$ cat config.mk
export PLATFORM = sky130hd
export DESIGN_NAME = pmi_ram_arbiter_flat
export DESIGN_NICKNAME = d
export VERILOG_FILES = /design/src/rtl/pmi_ram_arb_pkg.sv /design/src/rtl/pmi_ram_arbiter_if.sv /design/src/rtl/pmi_ram_arb_tagpipe.sv /design/src/rtl/pmi_ram_arbiter.sv /design/src/flat_wrapper.sv
export SDC_FILE = /design/constraint.sdc
export NUM_CORES = 1
export LEC_CHECK = 0
export CAP_MARGIN = 0
export CORE_MARGIN = 8
export CORE_UTILIZATION = 40
export DETAILED_ROUTE_END_ITERATION = 8
export PLACE_DENSITY = 0.85
export SETUP_SLACK_MARGIN = 0.05
export SLEW_MARGIN = 20
export SYNTH_ARGS = -nofsm -noshare
export SYNTH_HDL_FRONTEND = slang
export SYNTH_SLANG_ARGS = --single-unit
$ cat constraint.sdc
create_clock -name Clock -period 5.3 [get_ports Clock]
set_input_delay 1.59 -clock Clock [delete_from_list [all_inputs] [get_ports Clock]]
set_output_delay 1.59 -clock Clock [all_outputs]
set_load 0.005 [all_outputs]
$ cat src/rtl/pmi_ram_arb_pkg.sv
// pmi_ram_arb_pkg
//   Shared types for the two-port RAM arbiter. It holds:
//   - grant_state_e: the grant FSM states (OPEN, LOCK0, LOCK1)
//   - rd_tag_t: the read-return tag {valid, port}
//   - PORT0 / PORT1: the requester ids
package pmi_ram_arb_pkg;

  typedef enum logic [1:0] {
    OPEN  = 2'd0,
    LOCK0 = 2'd1,
    LOCK1 = 2'd2
  } grant_state_e;

  typedef struct packed {
    logic valid;
    logic port;
  } rd_tag_t;

  localparam logic PORT0 = 1'b0;
  localparam logic PORT1 = 1'b1;

endpackage

$ cat src/rtl/pmi_ram_arbiter_if.sv
// pmi_ram_arbiter_if
//   Requester-side bus of the RAM arbiter. There are two beat-request channels
//   (valid/ready, we, lock, addr, wdata) and two read-response strobes. The
//   read data is shared.
//   modport master : requester side (timing engine / LM32 bridge)
//   modport slave  : arbiter side
interface pmi_ram_arbiter_if #(
  parameter int ADDR_W = 9,
  parameter int DATA_W = 18
);
  logic              req0_valid;
  logic              req0_ready;
  logic              req0_we;
  logic              req0_lock;
  logic [ADDR_W-1:0] req0_addr;
  logic [DATA_W-1:0] req0_wdata;
  logic              req1_valid;
  logic              req1_ready;
  logic              req1_we;
  logic              req1_lock;
  logic [ADDR_W-1:0] req1_addr;
  logic [DATA_W-1:0] req1_wdata;
  logic              rsp0_valid;
  logic              rsp1_valid;
  logic [DATA_W-1:0] rsp_data;

  modport master (
    output req0_valid, req0_we, req0_lock, req0_addr, req0_wdata,
    output req1_valid, req1_we, req1_lock, req1_addr, req1_wdata,
    input  req0_ready, req1_ready, rsp0_valid, rsp1_valid, rsp_data
  );

  modport slave (
    input  req0_valid, req0_we, req0_lock, req0_addr, req0_wdata,
    input  req1_valid, req1_we, req1_lock, req1_addr, req1_wdata,
    output req0_ready, req1_ready, rsp0_valid, rsp1_valid, rsp_data
  );
endinterface

$ cat src/rtl/pmi_ram_arb_tagpipe.sv
// pmi_ram_arb_tagpipe
//   DEPTH-stage shift register of read tags. It runs in step with the RAM read
//   latency, so the tail marks the cycle in which the RAM Q output carries the
//   data for that tag.
//   clk   : clock
//   srst  : synchronous clear (drops all in-flight tags)
//   tag_i : tag entering the pipe, one per cycle
//   tag_o : tag at the tail
module pmi_ram_arb_tagpipe
  import pmi_ram_arb_pkg::*;
#(
  parameter int DEPTH = 2
) (
  input  logic    clk,
  input  logic    srst,
  input  rd_tag_t tag_i,
  output rd_tag_t tag_o
);

  rd_tag_t [DEPTH-1:0] stage_q;

  always_ff @(posedge clk) begin
    if (srst) begin
      stage_q <= '0;
    end else begin
      stage_q[0] <= tag_i;
      for (int i = 1; i < DEPTH; i++) begin
        stage_q[i] <= stage_q[i-1];
      end
    end
  end

  assign tag_o = stage_q[DEPTH-1];

endmodule

$ cat src/rtl/pmi_ram_arbiter.sv
// pmi_ram_arbiter
//   Shares one single-port pmi_ram_dq between two requesters. It accepts one
//   read or write beat per cycle. Locked bursts are capped at MAX_LOCK beats.
//   Read responses come back in acceptance order.
//   Clock, Reset : clock and synchronous active-high reset
//   bus          : requester channels (pmi_ram_arbiter_if.slave)
//   ram_Address, ram_Data, ram_WE, ram_ClockEn : registered RAM strobes
//   ram_Q        : RAM read data, forwarded as bus.rsp_data
//   Build option: define PMI_RAM_ARB_FIXED_PRI_EN to make port 0 win
//   whenever both ports are valid in OPEN. The default is round robin.
module pmi_ram_arbiter
  import pmi_ram_arb_pkg::*;
#(
  parameter int ADDR_W     = 9,
  parameter int DATA_W     = 18,
  parameter int RD_LATENCY = 2,
  parameter int MAX_LOCK   = 16
) (
  input  logic              Clock,
  input  logic              Reset,
  pmi_ram_arbiter_if.slave  bus,
  output logic [ADDR_W-1:0] ram_Address,
  output logic [DATA_W-1:0] ram_Data,
  output logic              ram_WE,
  output logic              ram_ClockEn,
  input  logic [DATA_W-1:0] ram_Q
);

  localparam int CNT_W = $clog2(MAX_LOCK + 1);

  grant_state_e      state_q;
  logic              last_served_q;
  logic [CNT_W-1:0]  lock_cnt_q;
  rd_tag_t           tag_q;
  rd_tag_t           tail_tag;

  logic              ready0, ready1;
  logic              acc, acc_port, acc_we, acc_lock;
  logic [ADDR_W-1:0] acc_addr;
  logic [DATA_W-1:0] acc_wdata;

  // Ready depends only on state, last_served and this cycle's valids. At most
  // one port gets ready, so at most one beat is accepted per cycle.
  always_comb begin
    ready0 = 1'b0;
    ready1 = 1'b0;
    if (!Reset) begin
      case (state_q)
        OPEN: begin
          if (bus.req0_valid && bus.req1_valid) begin
`ifdef PMI_RAM_ARB_FIXED_PRI_EN
            ready0 = 1'b1;
`else
            ready0 = (last_served_q == PORT1);
            ready1 = (last_served_q == PORT0);
`endif
          end else begin
            ready0 = bus.req0_valid;
            ready1 = bus.req1_valid;
          end
        end
        LOCK0:   ready0 = bus.req0_valid;
        LOCK1:   ready1 = bus.req1_valid;
        default: ;
      endcase
    end
  end

  assign bus.req0_ready = ready0;
  assign bus.req1_ready = ready1;

  always_comb begin
    acc       = ready0 | ready1;
    acc_port  = ready1 ? PORT1 : PORT0;
    acc_we    = ready1 ? bus.req1_we    : bus.req0_we;
    acc_lock  = ready1 ? bus.req1_lock  : bus.req0_lock;
    acc_addr  = ready1 ? bus.req1_addr  : bus.req0_addr;
    acc_wdata = ready1 ? bus.req1_wdata : bus.req0_wdata;
  end

  // This block holds the grant FSM and the registered RAM strobes. tag_q runs
  // alongside the RAM inputs, so a tag enters the pipe on the edge where the
  // RAM samples that read.
  always_ff @(posedge Clock) begin
    if (Reset) begin
      state_q       <= OPEN;
      last_served_q <= PORT1;
      lock_cnt_q    <= '0;
      ram_Address   <= '0;
      ram_Data      <= '0;
      ram_WE        <= 1'b0;
      ram_ClockEn   <= 1'b0;
      tag_q         <= '0;
    end else begin
      ram_ClockEn <= acc;
      ram_WE      <= acc & acc_we;
      tag_q.valid <= acc & ~acc_we;
      tag_q.port  <= acc_port;
      if (acc) begin
        ram_Address   <= acc_addr;
        ram_Data      <= acc_wdata;
        last_served_q <= acc_port;
        case (state_q)
          OPEN: begin
            if (acc_lock) begin
              state_q    <= (acc_port == PORT1) ? LOCK1 : LOCK0;
              lock_cnt_q <= CNT_W'(1);
            end
          end
          LOCK0, LOCK1: begin
            // This beat brings the count to MAX_LOCK, or it drops lock.
            if (!acc_lock || lock_cnt_q == CNT_W'(MAX_LOCK - 1)) begin
              state_q    <= OPEN;
              lock_cnt_q <= '0;
            end else begin
              lock_cnt_q <= lock_cnt_q + CNT_W'(1);
            end
          end
          default: state_q <= OPEN;
        endcase
      end
    end
  end

  pmi_ram_arb_tagpipe #(
    .DEPTH (RD_LATENCY)
  ) u_tagpipe (
    .clk   (Clock),
    .srst  (Reset),
    .tag_i (tag_q),
    .tag_o (tail_tag)
  );

  assign bus.rsp0_valid = tail_tag.valid && (tail_tag.port == PORT0);
  assign bus.rsp1_valid = tail_tag.valid && (tail_tag.port == PORT1);
  assign bus.rsp_data   = ram_Q;

endmodule

$ cat src/flat_wrapper.sv
// flat-port wrapper written by rule: the top's interface ports become plain ports
module pmi_ram_arbiter_flat import pmi_ram_arb_pkg::*;
#(
  parameter int ADDR_W     = 9,
  parameter int DATA_W     = 18,
  parameter int RD_LATENCY = 2,
  parameter int MAX_LOCK   = 16
)
  (Clock, Reset, ram_Address, ram_Data, ram_WE, ram_ClockEn, ram_Q, bus_req0_valid, bus_req0_we, bus_req0_lock, bus_req0_addr, bus_req0_wdata, bus_req1_valid, bus_req1_we, bus_req1_lock, bus_req1_addr, bus_req1_wdata, bus_req0_ready, bus_req1_ready, bus_rsp0_valid, bus_rsp1_valid, bus_rsp_data);
  pmi_ram_arbiter_if #(.ADDR_W(ADDR_W), .DATA_W(DATA_W)) bus_i ();
  input  logic Clock;
  input  logic Reset;
  output logic [ADDR_W-1:0] ram_Address;
  output logic [DATA_W-1:0] ram_Data;
  output logic ram_WE;
  output logic ram_ClockEn;
  input  logic [DATA_W-1:0] ram_Q;
  input wire logic [$bits(bus_i.req0_valid)-1:0] bus_req0_valid;
  input wire logic [$bits(bus_i.req0_we)-1:0] bus_req0_we;
  input wire logic [$bits(bus_i.req0_lock)-1:0] bus_req0_lock;
  input wire logic [$bits(bus_i.req0_addr)-1:0] bus_req0_addr;
  input wire logic [$bits(bus_i.req0_wdata)-1:0] bus_req0_wdata;
  input wire logic [$bits(bus_i.req1_valid)-1:0] bus_req1_valid;
  input wire logic [$bits(bus_i.req1_we)-1:0] bus_req1_we;
  input wire logic [$bits(bus_i.req1_lock)-1:0] bus_req1_lock;
  input wire logic [$bits(bus_i.req1_addr)-1:0] bus_req1_addr;
  input wire logic [$bits(bus_i.req1_wdata)-1:0] bus_req1_wdata;
  output wire logic [$bits(bus_i.req0_ready)-1:0] bus_req0_ready;
  output wire logic [$bits(bus_i.req1_ready)-1:0] bus_req1_ready;
  output wire logic [$bits(bus_i.rsp0_valid)-1:0] bus_rsp0_valid;
  output wire logic [$bits(bus_i.rsp1_valid)-1:0] bus_rsp1_valid;
  output wire logic [$bits(bus_i.rsp_data)-1:0] bus_rsp_data;
  assign bus_i.req0_valid = bus_req0_valid;
  assign bus_i.req0_we = bus_req0_we;
  assign bus_i.req0_lock = bus_req0_lock;
  assign bus_i.req0_addr = bus_req0_addr;
  assign bus_i.req0_wdata = bus_req0_wdata;
  assign bus_i.req1_valid = bus_req1_valid;
  assign bus_i.req1_we = bus_req1_we;
  assign bus_i.req1_lock = bus_req1_lock;
  assign bus_i.req1_addr = bus_req1_addr;
  assign bus_i.req1_wdata = bus_req1_wdata;
  assign bus_req0_ready = bus_i.req0_ready;
  assign bus_req1_ready = bus_i.req1_ready;
  assign bus_rsp0_valid = bus_i.rsp0_valid;
  assign bus_rsp1_valid = bus_i.rsp1_valid;
  assign bus_rsp_data = bus_i.rsp_data;
  pmi_ram_arbiter #(.ADDR_W(ADDR_W), .DATA_W(DATA_W), .RD_LATENCY(RD_LATENCY), .MAX_LOCK(MAX_LOCK)) u_core (.Clock(Clock), .Reset(Reset), .bus(bus_i), .ram_Address(ram_Address), .ram_Data(ram_Data), .ram_WE(ram_WE), .ram_ClockEn(ram_ClockEn), .ram_Q(ram_Q));
endmodule
Word-level counts from Yosys, hierarchy flattened
Cells that the tools add are included.
{ "op_classes": {"n_addsub": 1, "multipliers": 0, "div_mod_pow": 0, "magnitude_cmp": 0, "eq_ne": 5, "shifts": 0, "mux": 18, "bitwise_logic": 6, "reduce_logical": 10} }
{ "op_table": {"columns": ["op", "n"], "rows": [
  ["$mux 18", 1],
  ["$mux 5", 2],
  ["$pmux 5 s2", 1],
  ["$mux 9", 1],
  ["$mux 1", 7],
  ["$mux 2", 3],
  ["$reduce_and 3->1", 2],
  ["$add 5x1->5 const B", 1],
  ["$eq 5x4->1 const B", 1],
  ["$ne 2x1->1 const B", 2],
  ["$pmux 1 s2", 2],
  ["$pmux 2 s2", 1],
  ["$logic_and 1x1->1", 3],
  ["$not 1->1", 3],
  ["$and 1x1->1", 2],
  ["$eq 2x1->1 const B", 1],
  ["$eq 2x2->1 const B", 1],
  ["$logic_not 2->1", 1],
  ["$reduce_bool 2->1", 1],
  ["$reduce_or 2->1", 1],
  ["$logic_not 1->1", 1],
  ["$logic_or 1x1->1", 1],
  ["$or 1x1->1", 1]
]} }
{ "totals": {"reg_bits": 43, "latch_bits": 0, "ramBits": 0, "romBits": 0, "input_bits": 80, "output_inout_bits": 51, "word_cells": 53, "mem_count": 0} }

Depth between registers and ports, before layout
Gate-level depths: netlist of the first run.
{ "depth": {"depth_word": 9, "depth_mapped": 9} }

Hierarchy
Synthesis of the first run repeated with hierarchy kept, for this count alone.
{ "unflattened": {"cells_unflattened": 232, "hier_area_um2": 2130.8} }
{ "modules_own_cells": {"columns": ["mod", "n_inst", "cells_each", "area_per_inst_um2", "seq_area_each_um2"], "rows": [
  ["pmi_ram_arbiter", 1, 222, 2010.7, 780.7],
  ["pmi_ram_arb_tagpipe", 1, 10, 120.1, 80.1]
]} }

Least setup slack after synthesis of the first run
OpenSTA, ideal clock, no wires.
{ "synth_timing": {"path_type": "input -> output", "from": "input bus_req1_valid", "to": "output bus_req0_ready", "arrival_ns": 2.350, "setup_slack_ns": 1.360, "cell_stages": 3, "path_buffers": 1, "cell_sequence": "nor3b_1 > nor4b_4 > buf_6"} }
{ "synth_between": {"elab_chain_len": 4} }
{ "synth_lines": {"columns": ["element", "line_no", "text"], "rows": [
  ["start, declared", "flat_wrapper.sv:23", "input wire logic [$bits(bus_i.req1_valid)-1:0] bus_req1_valid;"],
  ["$logic_and 1x1->1", "pmi_ram_arbiter.sv:50", "if (bus.req0_valid && bus.req1_valid) begin"],
  ["$mux 1", "pmi_ram_arbiter.sv:50", null],
  ["$pmux 1 s2", "pmi_ram_arbiter.sv:48", "case (state_q)"],
  ["$mux 1", "pmi_ram_arbiter.sv:47", "if (!Reset) begin"],
  ["end, declared", "flat_wrapper.sv:28", "output wire logic [$bits(bus_i.req0_ready)-1:0] bus_req0_ready;"]
]} }
No other way between the ends.

Final worst setup path of the first run
{ "layout_timing": {"from": "input Reset", "to": "output bus_req1_ready"} }
{ "layout_between": {"elab_chain_len": 1} }
{ "layout_lines": {"columns": ["element", "line_no", "text"], "rows": [
  ["start, declared", "flat_wrapper.sv:12", "input logic Reset;"],
  ["$mux 1", "pmi_ram_arbiter.sv:47", null],
  ["end, declared", "flat_wrapper.sv:29", "output wire logic [$bits(bus_i.req1_ready)-1:0] bus_req1_ready;"]
]} }
No other way between the ends.

==> impl_metrics.json, run 1 <==
{
  "cp_cell_sequence": "clkdlybuf4s50_1, nor2b_1, o21ai_4, inv_2, clkdlybuf4s50_1",
  "grt_pass1_wl_um": 8901,
  "cts_hold_buffers": 0,
  "gp_congestion": 0.8301,
  "postCtsResizedCells": 0,
  "crit_path_end_kind": "output pin",
  "hpwl_um": 4307,
  "portBuffers": 94,
  "core_area_sq_mm": 0.005140,
  "yosys.cell_types.count": 35,
  "fillers": 460,
  "grt_pass1_vias": 1880,
  "avgSynthCellArea_sq_um": 9.576,
  "ant_nets": 0,
  "synth_top_flop_cell": "dfxtp_1",
  "ir_worst_vdd_v": 0.0001788,
  "tns_ns": 0,
  "setup_viol": 0,
  "fin_crit_sh_pct": 90.29,
  "drv_slew": 0,
  "switching_share_pct": 29.44,
  "synthCells": 225,
  "critPathMaxStageDelay_ns": 0.54,
  "synth_largest_area_cell": "dfxtp_1",
  "synthTopCellsByArea": "dfxtp_1 40%, mux2i_1 14%, a211oi_1 10%",
  "dieHeight_um": 89.39,
  "io_pins": 131,
  "worstMarginPinSlew_ns": 0.5663,
  "async_flop_share_pct": 0,
  "dieArea_sq_mm": 0.007991,
  "clockBufferDepth": 2,
  "synth_warnings": 0,
  "dp_worst_setup_slack_ns": 0.4998,
  "drt-initial-drc-count": 72,
  "dr.pass1.iters": 4,
  "hold_violations": 0,
  "power_frac_comb_pct": 36.9,
  "fin_crit_ns": 4.786,
  "dr_total_vias": 1807,
  "intPower_w": 0.0007439,
  "cts_made_buffers": 5,
  "drv_cap": 0,
  "cts_tree": "built",
  "clock_sinks": 43,
  "cts_root_buf": "clkbuf_8",
  "drive_gt1_share_pct": 6.711,
  "power_density_mw_per_mm2": 339.1,
  "cpMostUsedCell": "clkdlybuf4s50_1",
  "hp-class": "flop to flop",
  "slew_headroom_pct": 62.25,
  "p_switching_w": 0.0003104,
  "viasPerCell": 4.910,
  "start_util_pct": 41.92,
  "route.detailed.drc": 0,
  "leakage_nw": 1.155,
  "syn_area_sq_mm": 0.002155,
  "antenna_found_initial": 0,
  "syn2layout_area_growth_pct": 44.31,
  "power_frac_seq_pct": 38.5,
  "path_class": "primary input to output pin",
  "yosysSeqAreaShare_pct": 39.95,
  "grt_util_all_layers_pct": 14.23,
  "layout.cells.non_filler": 368,
  "grt_max_degree": 61,
  "wire_per_inst_um": 15.59,
  "die_w_um": 89.39,
  "rsz0062_at_grt": "false",
  "synthTopCellsByCount": "43 x dfxtp_1, 30 x mux2i_1, 29 x a211oi_1, 29 x nor2_1, 19 x buf_4",
  "status": "complete, no violations",
  "overflow": 0,
  "cp.arrival_ns": 3.20,
  "antennaDiodeCount": 0,
  "cp-start-kind": "primary input",
  "cts.reportedPaths.clkPinSlew_ns": 0.07,
  "finalClockSkew_ns": 0.005628,
  "worstPathRequired_ns": 3.71,
  "cts_setup_buffers": 0,
  "nets": 382,
  "clk_latency_ns": 0.29,
  "cts_max_level": 2,
  "fin_ws_ns": 0.5144,
  "clkPwrFrac_pct": 24.6,
  "synth_top_cell_area_share_pct": 39.95,
  "synth.most_common_cell": "dfxtp_1",
  "wl_um": 5737,
  "synth_seq_cells": 43,
  "critPathMaxFanout": 8,
  "syn-num-nets": 310,
  "rows": 26,
  "critPathSlowestCell": "clkdlybuf4s50_1",
  "synth_edf_count": 0,
  "max_freq_mhz": 209.0,
  "dp.cells": 360,
  "post-route-util_pct": 60.49
}
==> logic make-up (layout without fill, tap and decap cells) <==
logic type / after synthesis / in the layout / synth area share (%)
AOI/OAI and AO/OA: 45 / 45 / 16.03
buffers and inverters: 39 / 112 / 11.15
and+or+nand+nor: 62 / 62 / 14.98
DFF: 43 / 43 / 39.95
muxes: 31 / 31 / 14.98
adders and majority gates: 5 / 5 / 2.904
==> final timing paths <==
path | to | from | depth (start not counted) | slack (ns)
max | bus_req1_ready | Reset | 5 | 0.51
min | u_core.u_tagpipe.tag_o[0] | u_core.u_tagpipe.stage_q[0] | 1 | 0.44
max reg2reg | u_core.lock_cnt_q[3] | u_core.state_q[0] | 8 | 2.89
min reg2reg | u_core.u_tagpipe.tag_o[0] | u_core.u_tagpipe.stage_q[0] | 1 | 0.44
==> flip-flops by register name, indices dropped and copies added (netlist names) <==
signal,cells
u_core.ram_Data,18
u_core.u_tagpipe.stage_q,2
u_core.state_q,2
u_core.ram_ClockEn,1
u_core.tag_q,2
u_core.lock_cnt_q,5
u_core.last_served_q,1
u_core.ram_Address,9
u_core.ram_WE,1
u_core.u_tagpipe.tag_o,2
==> per-stage QoR <==
step	area [sq um]	hold slack (ns)	total power, W
global route	3109	0.4577	0.001117
floorplan	2155	0.4138	0.0006466
finish	3109	0.4382	0.001054
CTS	3109	0.4446	0.001070
detailed placement	2992	0.4253	0.0008057
global placement	2992	0.4167	0.0007937
==> power by group through the flow <==
stage	Sequential (W)	Combinational (W)	Clock, W
2_1_floorplan	0.000413	0.000234	0
6_report	0.000406	0.000389	0.000259
3_5_place_dp	0.000413	0.000393	0
5_1_grt	0.000412	0.000425	0.000280
4_1_cts	0.000406	0.000396	0.000268
3_3_place_gp	0.000410	0.000384	0
==> layout make-up <==
class | instances | area, sq um | share of cell area (%)
Multi-Input combinational cell | 143 | 1054 | 33.88
Timing Repair Buffer | 97 | 963.4 | 30.99
Sequential cell | 43 | 860.8 | 27.69
Tap cell | 70 | 87.58 | 2.817
Clock buffer | 6 | 82.58 | 2.656
Clock inverter | 2 | 35.03 | 1.127
Inverter | 7 | 26.28 | 0.8451
==> metal layers <==
metal  vias to the layer above  wire length [um]  global-route usage [%]
met5                         -                 0                       0
met4                         0                74                   4.985
met3                         7               419                   6.066
met2                        56              2898                   24.31
met1                       819              2344                   15.36
li1                        925                 -                       -
==> cells in the final DEF (no fill, tap or decap) <==
master and n:
bufinv_16 1, nand3_1 3, nor3b_1 1, o211ai_2 1
ha_1 5, clkinv_2 1, o211a_1 1, nand2_1 6
a211oi_1 29, or2_2 2, o21ai_0 3, o22ai_1 1
and2_1 1, nor2b_1 6, and3_1 1, a21boi_2 1
nor2_1 29, nand3b_1 3, nand2b_1 4, nor4b_4 1
clkdlybuf4s50_1 94, o32ai_1 2, o311a_1 1, inv_1 6
nor3_1 1, mux2i_1 30, o21ai_4 1, a21oi_1 4
nor2_2 1, a211o_1 1, nand4b_1 2, dfxtp_1 43
nand4_1 1, inv_2 1, clkbuf_8 6, buf_4 3
mux2i_4 1
==> critical path, delay by kind of cell <==
kind,cells,cell delay [ns]
AOI/OAI and AO/OA,1,0.10
and+or+nand+nor,1,0.30
buffers and inverters,3,1.20
No activity file was read; power rests on OpenSTA's default activity.
==> inputs of run 2 (changes only) <==
Settings changed: SETUP_SLACK_MARGIN 0.05 to unset.
==> results of run 2 <==
No change in the layout: final DEF, timing and power equal those of run 1.
